File: src/rtl/kgp_risc_pkg.sv
// Shared KGP-RISC decode constants: opcode values, extend-type selects and
// instruction field positions used by the fetch-to-decode boundary.
package kgp_risc_pkg;

   localparam int OPC_W = 6;

   localparam logic [OPC_W-1:0] OPC_RTYPE = 6'b000000;
   localparam logic [OPC_W-1:0] OPC_ALUI  = 6'b000001;
   localparam logic [OPC_W-1:0] OPC_LOAD  = 6'b000010;
   localparam logic [OPC_W-1:0] OPC_STORE = 6'b000011;
   localparam logic [OPC_W-1:0] OPC_BRR   = 6'b000100;
   localparam logic [OPC_W-1:0] OPC_JUMP  = 6'b000101;
   localparam logic [OPC_W-1:0] OPC_HALT  = 6'b000110;

   localparam logic [1:0] EXT_IMM16 = 2'b00;
   localparam logic [1:0] EXT_OFF21 = 2'b01;
   localparam logic [1:0] EXT_TGT26 = 2'b10;
   localparam logic [1:0] EXT_NONE  = 2'b11;

   localparam int OPC_MSB  = 31;
   localparam int OPC_LSB  = 26;
   localparam int RS_MSB   = 25;
   localparam int RS_LSB   = 21;
   localparam int RT_MSB   = 20;
   localparam int RT_LSB   = 16;
   localparam int FUNC_MSB = 4;
   localparam int FUNC_LSB = 0;
   localparam int IMM_MSB  = 25;
   localparam int IMM_LSB  = 0;

endpackage

File: src/rtl/opcode_classifier.sv
// Combinational opcode decode: selects the immediate extend type and flags
// opcodes that are not in the decode table.
module opcode_classifier
   import kgp_risc_pkg::*;
(
   input  logic [OPC_W-1:0] i_opcode,
   output logic [1:0]       o_extend_type,
   output logic             o_illegal
);

   always_comb begin
      o_extend_type = EXT_NONE;
      o_illegal     = 1'b0;
      case (i_opcode)
         OPC_RTYPE: o_extend_type = EXT_NONE;
         OPC_ALUI:  o_extend_type = EXT_IMM16;
         OPC_LOAD:  o_extend_type = EXT_IMM16;
         OPC_STORE: o_extend_type = EXT_IMM16;
         OPC_BRR:   o_extend_type = EXT_OFF21;
         OPC_JUMP:  o_extend_type = EXT_TGT26;
         OPC_HALT:  o_extend_type = EXT_NONE;
         default:   o_illegal     = 1'b1;
      endcase
   end

endmodule

File: src/rtl/instr_decode_stage.sv
// Registered fetch-to-decode boundary: main output register plus one skid
// entry, decoding the opcode at capture so the outputs are pure flops.
module instr_decode_stage
   import kgp_risc_pkg::*;
#(
   parameter int PC_W  = 32,
   parameter int OPC_W = 6
) (
   input  logic              clk,
   input  logic              rst,
   input  logic              flush,
   input  logic              in_valid,
   output logic              in_ready,
   input  logic [31:0]       in_instr,
   input  logic [PC_W-1:0]   in_pc,
   output logic              out_valid,
   input  logic              out_ready,
   output logic [OPC_W-1:0]  out_opcode,
   output logic [4:0]        out_rs,
   output logic [4:0]        out_rt,
   output logic [4:0]        out_func,
   output logic [25:0]       out_imm_field,
   output logic [1:0]        out_extend_type,
   output logic              out_illegal,
   output logic [PC_W-1:0]   out_pc
);

   // Handshake: a transfer happens on a rising edge where valid and ready are
   // both high. Once out_valid is up, it and the output data hold until
   // out_ready (or flush/reset). in_ready is a flop and never follows out_ready
   // combinationally.

   logic              r_main_valid;
   logic [31:0]       r_main_instr;
   logic [PC_W-1:0]   r_main_pc;
   logic [1:0]        r_main_ext;
   logic              r_main_ill;

   logic              r_skid_valid;
   logic [31:0]       r_skid_instr;
   logic [PC_W-1:0]   r_skid_pc;
   logic [1:0]        r_skid_ext;
   logic              r_skid_ill;

   logic              r_in_ready;

   logic [1:0]        w_in_ext;
   logic              w_in_ill;
   logic              w_in_xfer;
   logic              w_main_free;

   opcode_classifier u_classifier (
      .i_opcode      (in_instr[OPC_MSB:OPC_LSB]),
      .o_extend_type (w_in_ext),
      .o_illegal     (w_in_ill)
   );

   // Input taken during flush is discarded, so it never counts as a transfer.
   assign w_in_xfer   = in_valid & r_in_ready & ~flush;
   assign w_main_free = ~r_main_valid | out_ready;

   always_ff @(posedge clk or posedge rst) begin
      if (rst) begin
         r_main_valid <= 1'b0;
         r_main_instr <= '0;
         r_main_pc    <= '0;
         r_main_ext   <= EXT_NONE;
         r_main_ill   <= 1'b0;
         r_skid_valid <= 1'b0;
         r_skid_instr <= '0;
         r_skid_pc    <= '0;
         r_skid_ext   <= EXT_NONE;
         r_skid_ill   <= 1'b0;
         r_in_ready   <= 1'b1;
      end else if (flush) begin
         r_main_valid <= 1'b0;
         r_skid_valid <= 1'b0;
         r_in_ready   <= 1'b1;
      end else if (w_main_free) begin
         // Skid is older than any input, so it wins; in_ready is low then.
         if (r_skid_valid) begin
            r_main_valid <= 1'b1;
            r_main_instr <= r_skid_instr;
            r_main_pc    <= r_skid_pc;
            r_main_ext   <= r_skid_ext;
            r_main_ill   <= r_skid_ill;
            r_skid_valid <= 1'b0;
            r_in_ready   <= 1'b1;
         end else if (w_in_xfer) begin
            r_main_valid <= 1'b1;
            r_main_instr <= in_instr;
            r_main_pc    <= in_pc;
            r_main_ext   <= w_in_ext;
            r_main_ill   <= w_in_ill;
         end else begin
            r_main_valid <= 1'b0;
         end
      end else if (w_in_xfer) begin
         r_skid_valid <= 1'b1;
         r_skid_instr <= in_instr;
         r_skid_pc    <= in_pc;
         r_skid_ext   <= w_in_ext;
         r_skid_ill   <= w_in_ill;
         r_in_ready   <= 1'b0;
      end
   end

   assign in_ready        = r_in_ready;
   assign out_valid       = r_main_valid;
   assign out_opcode      = r_main_instr[OPC_MSB:OPC_LSB];
   assign out_rs          = r_main_instr[RS_MSB:RS_LSB];
   assign out_rt          = r_main_instr[RT_MSB:RT_LSB];
   assign out_func        = r_main_instr[FUNC_MSB:FUNC_LSB];
   assign out_imm_field   = r_main_instr[IMM_MSB:IMM_LSB];
   assign out_extend_type = r_main_ext;
   assign out_illegal     = r_main_ill;
   assign out_pc          = r_main_pc;

endmodule

File: config.mk
export PLATFORM = sky130hd
export DESIGN_NAME = instr_decode_stage
export DESIGN_NICKNAME = d
export VERILOG_FILES = /design/src/rtl/kgp_risc_pkg.sv /design/src/rtl/opcode_classifier.sv /design/src/rtl/instr_decode_stage.sv
export SDC_FILE = /design/constraint.sdc
export NUM_CORES = 1
export LEC_CHECK = 0
export CAP_MARGIN = 25
export CORE_MARGIN = 4
export CORE_UTILIZATION = 45
export DETAILED_ROUTE_END_ITERATION = 10
export PLACE_DENSITY = 0.85
export SLEW_MARGIN = 10
export SYNTH_ARGS = -nofsm -noshare
export SYNTH_HDL_FRONTEND = slang
export SYNTH_SLANG_ARGS = --single-unit
File: constraint.sdc
create_clock -name clk -period 4.5 [get_ports clk]
set_clock_uncertainty 0.1 [all_clocks]
set_input_delay 0.9 -clock clk [delete_from_list [all_inputs] [get_ports clk]]
set_output_delay 0.9 -clock clk [all_outputs]
set_load 0.02 [all_outputs]
Word level (Yosys, flattened, before mapping)
Index checks and enable logic that the tools add are counted.
Widths: inputs -> output; s select.
- equality and inequality tests: 7
- multiplexer cells: 21
- bitwise operators: 6
- reductions and logical operators: 9
- operators by type and width (kind ; number):
    $mux 32 ; 4
    $eq 6x3->1 const B ; 3
    $mux 1 ; 14
    $eq 6x2->1 const B ; 2
    $reduce_or 7->1 ; 1
    $eq 6x1->1 const B ; 1
    $logic_not 6->1 ; 1
    $pmux 2 s3 ; 1
    $reduce_and 3->1 ; 2
    $mux 2 ; 2
    $reduce_bool 2->1 ; 2
    $ne 3x3->1 const B ; 1
    $not 1->1 ; 3
    $reduce_bool 3->1 ; 1
    $reduce_or 3->1 ; 1
    $and 1x1->1 ; 2
    $reduce_and 2->1 ; 1
    $or 1x1->1 ; 1
- register bits after elaboration: 137
- bits of input ports: 69
- output and inout port bits: 84
- word-level logic and storage cells: 54

Longest topological paths before layout
- word-level depth: 6
- mapped depth: 6
- mapped depth without buffers: 3

By module
Synthesis repeated with hierarchy kept, for this count alone.
- cell total of the unflattened synthesis: 396
- area, all modules: 6113.4 um^2
- by module, submodules not included (module ; instances ; cells an instance ; area an instance (um^2) ; seq. area each (um^2)):
    instr_decode_stage ; 1 ; 388 ; 6072.1 ; 3434.5
    opcode_classifier ; 1 ; 8 ; 41.3 ; 0.0

Worst setup path before layout
OpenSTA, ideal clock, no wires.
- kind: input port to flip-flop
- start point: input port out_ready
- end point: register r_skid_instr[0]
- arrival: 2.046 ns
- required time: 4.273 ns
- path slack: 2.227 ns
- cell stages on the path: 5
- buffers on the path: 2
- path through: or3b_4 -> nor2_4 -> buf_6 -> buf_8 -> mux2_1
- longest elaborated chain between the ends: 3
- RTL lines (item ; line ; text):
    start: declaration ; instr_decode_stage.sv:17 ; input logic out_ready,
    $or 1x1->1 ; instr_decode_stage.sv:60 ; assign w_main_free = ~r_main_valid | out_ready;
    $not 1->1 (no source line) ; - ;
    $reduce_and 3->1 (no source line) ; - ;
    end signal: assignment ; instr_decode_stage.sv:100 ; r_skid_instr <= in_instr;
    end: declaration ; instr_decode_stage.sv:40 ; logic [31:0] r_skid_instr;
Every way passes these cells.
A chain may end at the register's enable or synchronous reset.

Worst setup path after layout
- start point: input port flush
- end point: register r_skid_pc[4]
- longest elaborated chain between the ends: 3
- RTL lines (item ; line ; text):
    start: declaration ; instr_decode_stage.sv:11 ; input logic flush,
    $not 1->1 (no source line) (*) ; - ;
    $and 1x1->1 ; instr_decode_stage.sv:59 ; assign w_in_xfer = in_valid & r_in_ready & ~flush;
    $reduce_and 3->1 (no source line) (*) ; - ;
    end signal: assignment ; instr_decode_stage.sv:101 ; r_skid_pc <= in_pc;
    end: declaration ; instr_decode_stage.sv:41 ; logic [PC_W-1:0] r_skid_pc;
Every way passes the cells marked *; elsewhere a longest branch is shown, timed or not.

==> impl.org <==
** Worst hold path
- Hold path depth :: 1
- The worst hold path begins at r_skid_instr[8].
- The worst hold path belongs to the class register to register.
- The worst hold path terminates at r_skid_instr[8].

** Clock network
- The H-tree generated during clock tree synthesis spans 4 levels.
- Gates resized during post-CTS repair numbered 0.
- Hold-fix buffer count after cts :: 0
- Largest buffer count on any clock path :: 2
- For the worst-skew pair, the clock arrives at the later sink with an insertion delay of 0.40 ns.
- Buffers inserted during clock tree synthesis total 17.
- The tree built by TritonCTS fans out to 137 sinks.
- Clock tree root driver cell :: clkbuf_16
- Post-CTS setup buffer count :: 0
- After clock tree synthesis, the clock-pin slew on the worst setup and hold paths is 0.05 ns.
- TritonCTS clock tree :: yes

** Critical path
- Nature of the critical path startpoint :: primary input
- Among all stages on the critical path, the largest delay is contributed by clkdlybuf4s50_1.
- Endpoint kind of the worst setup timing path :: register
- Setup slack on the worst flop-to-flop path :: 2.33 ns
- Critical path start-end classification :: primary input to register
- The largest single stage delay on the critical path is 0.50 ns.
- In this run the critical register-to-register path is captured at out_pc[18].
- In this run the worst path has a maximum fanout of 67.
- The number of buffers and inverters on the critical path is 2.
- Data on the critical path arrives at its endpoint at 2.81 ns.
- STA puts the critical path data required time at 4.68 ns.
- The worst register-to-register path has a depth of 4.
- Traced cell by cell, the critical path runs through clkdlybuf4s50_1, or3b_4, nor2_4, buf_12, mux2_2.
- Total number of cells along the worst setup path :: 5
- Critical Path Start :: flush
- On the critical path the largest part of the delay comes from buffers and inverters.
- In this run the critical register-to-register path is launched from in_ready.

** Global routing
- Number of antenna violations at the first check in global routing :: 0
- Global-route wire length before repair :: 21100 um
- Aggregate global routing overflow :: 0
- The global routing stage identified its most utilized layer as met2.
- Total Routing Usage GR :: 17.0%
- The number of global-route vias before repair is 4144.
- For met2 alone, demand over resource in global routing was 28.7%.
- Global routing consumed, on the met3 layer, 5.27% of the routing resources.
- Entering global routing, the biggest net connects 70 pins.
- Met1 usage in global routing :: 19.8%

** STA
- Worst-case headroom to the max-slew limit :: 37.7%
- Derived from the worst setup path, the maximum achievable clock frequency is 381 MHz.
- Across all setup checks in the final design, the least slack found is 1.87 ns.
- Final total negative setup slack :: 0 ns
- Share of the cycle needed by the critical path after routing :: 58.3%
- Total setup violations reported at the end of the flow :: 0
- The hold violation total from the final report came to 0.
- Final Max Slew Viols :: 0
- At the pin with the least slew margin, the transition time is 0.934 ns.
- Setup repair after global routing left no endpoint under its margin.
- Fin crit period :: 2.63 ns

** Synth
- Dividing the synthesized area by the synthesized cell count gives 15.2 um2.
- Seq cells post-synth :: 137
- dfrtp_1 takes more of the synthesized area than any other cell.
- Area of the mapped netlist :: 6110 um2
- After synthesis, the netlist uses 26 different library cells.
- Area fraction of the dominant cell type after synthesis :: 54.0%
- Yosys instantiated no cell more often than mux2_2.
- Cell types with the highest counts after synthesis :: 168 x mux2_2, 132 x dfrtp_1, 30 x mux2_1, 21 x buf_4, 7 x buf_2
- Gate count of the mapped netlist :: 402
- Summing the sequential cell areas from Yosys gives 56.2% of the chip area.
- Synth Net Count :: 471
- Of all flip-flops after synthesis, the portion carrying an async set or reset was 100%.
- In the post-synthesis netlist, the biggest area contributors are dfrtp_1 54%, mux2_2 31%, mux2_1 5.5%.
- Yosys warnings :: 0
- Post-synth EDFFs :: 0
- Most common flop cell mapped by yosys :: dfrtp_1

** Layout
- Across the whole layout, storage elements account for 3440 um2.
- The layout has 1035 filler cells.
- Synthesis-to-finish area growth :: 34.7%
- Total area of multi-input combinational cells :: 2410 um2
- Of the cells placed in the final design, the portion with a size suffix greater than 1 is 38.6%.
- Number of nets in the layout :: 611
- The number of antenna diodes in the final layout is 0.

** Placed design
- Input and output buffers added on the ports amount to 152.
- At the placement stage, the worst setup path has a slack of 1.42 ns.
- Placed wire-length estimate :: 8300 um
- Final weighted congestion in routability-driven placement :: 0.807

** Drt
- First-pass DRT Iterations :: 4
- In the routed layout, each cell is associated on average with a via count of 5.13.
- Post-route antenna net violation count :: 0
- For this run, design rule violations remaining after detail routing come to 0.
- The final route contains 3732 vias.
- Wire length reported by the detailed router :: 12700 um
- Routed wire length per instance :: 17.4 um
- Count of routing violations after the opening detailed-route iteration :: 118

** Floorplanning
- DIE WIDTH :: 125 um
- The die covers 15500 um2.
- Starting density of the core :: 46.0%
- The floorplan step defined a core boundary enclosing 13300 um2.
- Number of top-level pins :: 153
- Measured along the y axis, the die boundary spans 125 um.
- Row generation in the floorplan step produced 42 rows.

** Status
- The run finished with clean final reports.

** Power and ir drop
- For this design the static power due to leakage is 3.36 nW.
- The worst-case IR drop observed on VDD is 0.000233 V.
- Dividing total power by cell area gives a power density of 488 nW/um2.

** Job
- The tool flagged a number of max-cap violations equal to 0.
-- flip-flops by register name, indices dropped and copies added (netlist names) --
| name | cells |
|---|---|
| out_valid | 1 |
| in_ready | 1 |
| out_illegal | 1 |
| r_skid_ill | 1 |
| r_skid_instr | 32 |
| out_extend_type | 2 |
| r_skid_ext | 2 |
| r_main_instr | 32 |
| r_skid_pc | 32 |
| out_pc | 32 |
| r_skid_valid | 1 |
-- report_power, final --
group          switching (mW)  leakage (nW)  internal, mW
Sequential              0.168          1.64          1.56
Clock                   0.463         0.271         0.796
Combinational           0.443          1.45         0.592
Total                    1.07          3.36          2.95
-- cell type report --
class / instances / share of cell area (%)
timing repair buffer: 158 / 19.6
clock inverter: 2 / 0.122
sequential: 137 / 41.7
tap: 176 / 2.67
multi-input combinational: 226 / 29.3
clock buffer: 27 / 6.47
inverter: 2 / 0.137
-- how the worst max path moves through the flow --
stage | slack, ns | to
floorplan | 1.80 | out_illegal
global placement | 1.47 | out_pc[12]
detailed placement | 1.42 | out_pc[18]
CTS | 1.86 | out_pc[18]
global route | 1.79 | out_pc[18]
finish | 1.87 | r_skid_pc[4]
-- layer usage --
layer | share of wire [%] | routed length, um | vias to the layer above
met3 | 5.3 | 676 | 22
met1 | 42 | 5270 | 1900
met5 | 0 | 0 | -
met4 | 2.5 | 316 | 0
met2 | 51 | 6400 | 104
li1 | - | - | 1706
-- layout by cell type, fill, tap and decap left out, types with 2 or more instances in the layout --
cell	synthesis	layout
dfstp_2	5	5
nor2_1	2	2
clkdlybuf4s50_1	0	152
mux2_2	168	168
buf_4	21	2
clkbuf_8	0	7
nand3_1	3	3
clkinv_2	0	2
nand2_1	4	4
a41oi_1	2	2
clkbuf_1	5	3
or2_2	2	2
clkbuf_16	0	17
or3_1	2	2
buf_12	0	4
nor2b_1	4	4
dfrtp_1	132	131
mux2_1	30	30
-- logic make-up (layout without fill, tap and decap cells) --
| family | after synthesis | count (layout) | synth area share (%) |
|---|---|---|---|
| and+or+nand+nor | 22 | 22 | 2.15 |
| DFF | 137 | 137 | 56.2 |
| muxes | 198 | 198 | 36.5 |
| AOI/OAI and AO/OA | 6 | 6 | 0.696 |
| buffers and inverters | 39 | 189 | 4.50 |
-- per-stage QoR --
stage / power (mW) / instance area, um2 / hold slack, ns / instances / utilization (%)
2_1_floorplan: 2.32 / 6120 / 0.352 / 402 / -
3_3_place_gp: 2.74 / 7670 / 0.361 / 698 / 57.7
3_5_place_dp: 2.79 / 7670 / 0.370 / 698 / 57.7
4_1_cts: 4.08 / 8220 / 0.385 / 727 / 61.8
5_1_grt: 4.22 / 8240 / 0.399 / 728 / 62.0
6_report: 4.02 / 8240 / 0.379 / 728 / 62.0
Note: power is estimated with default switching activity, not from simulation.
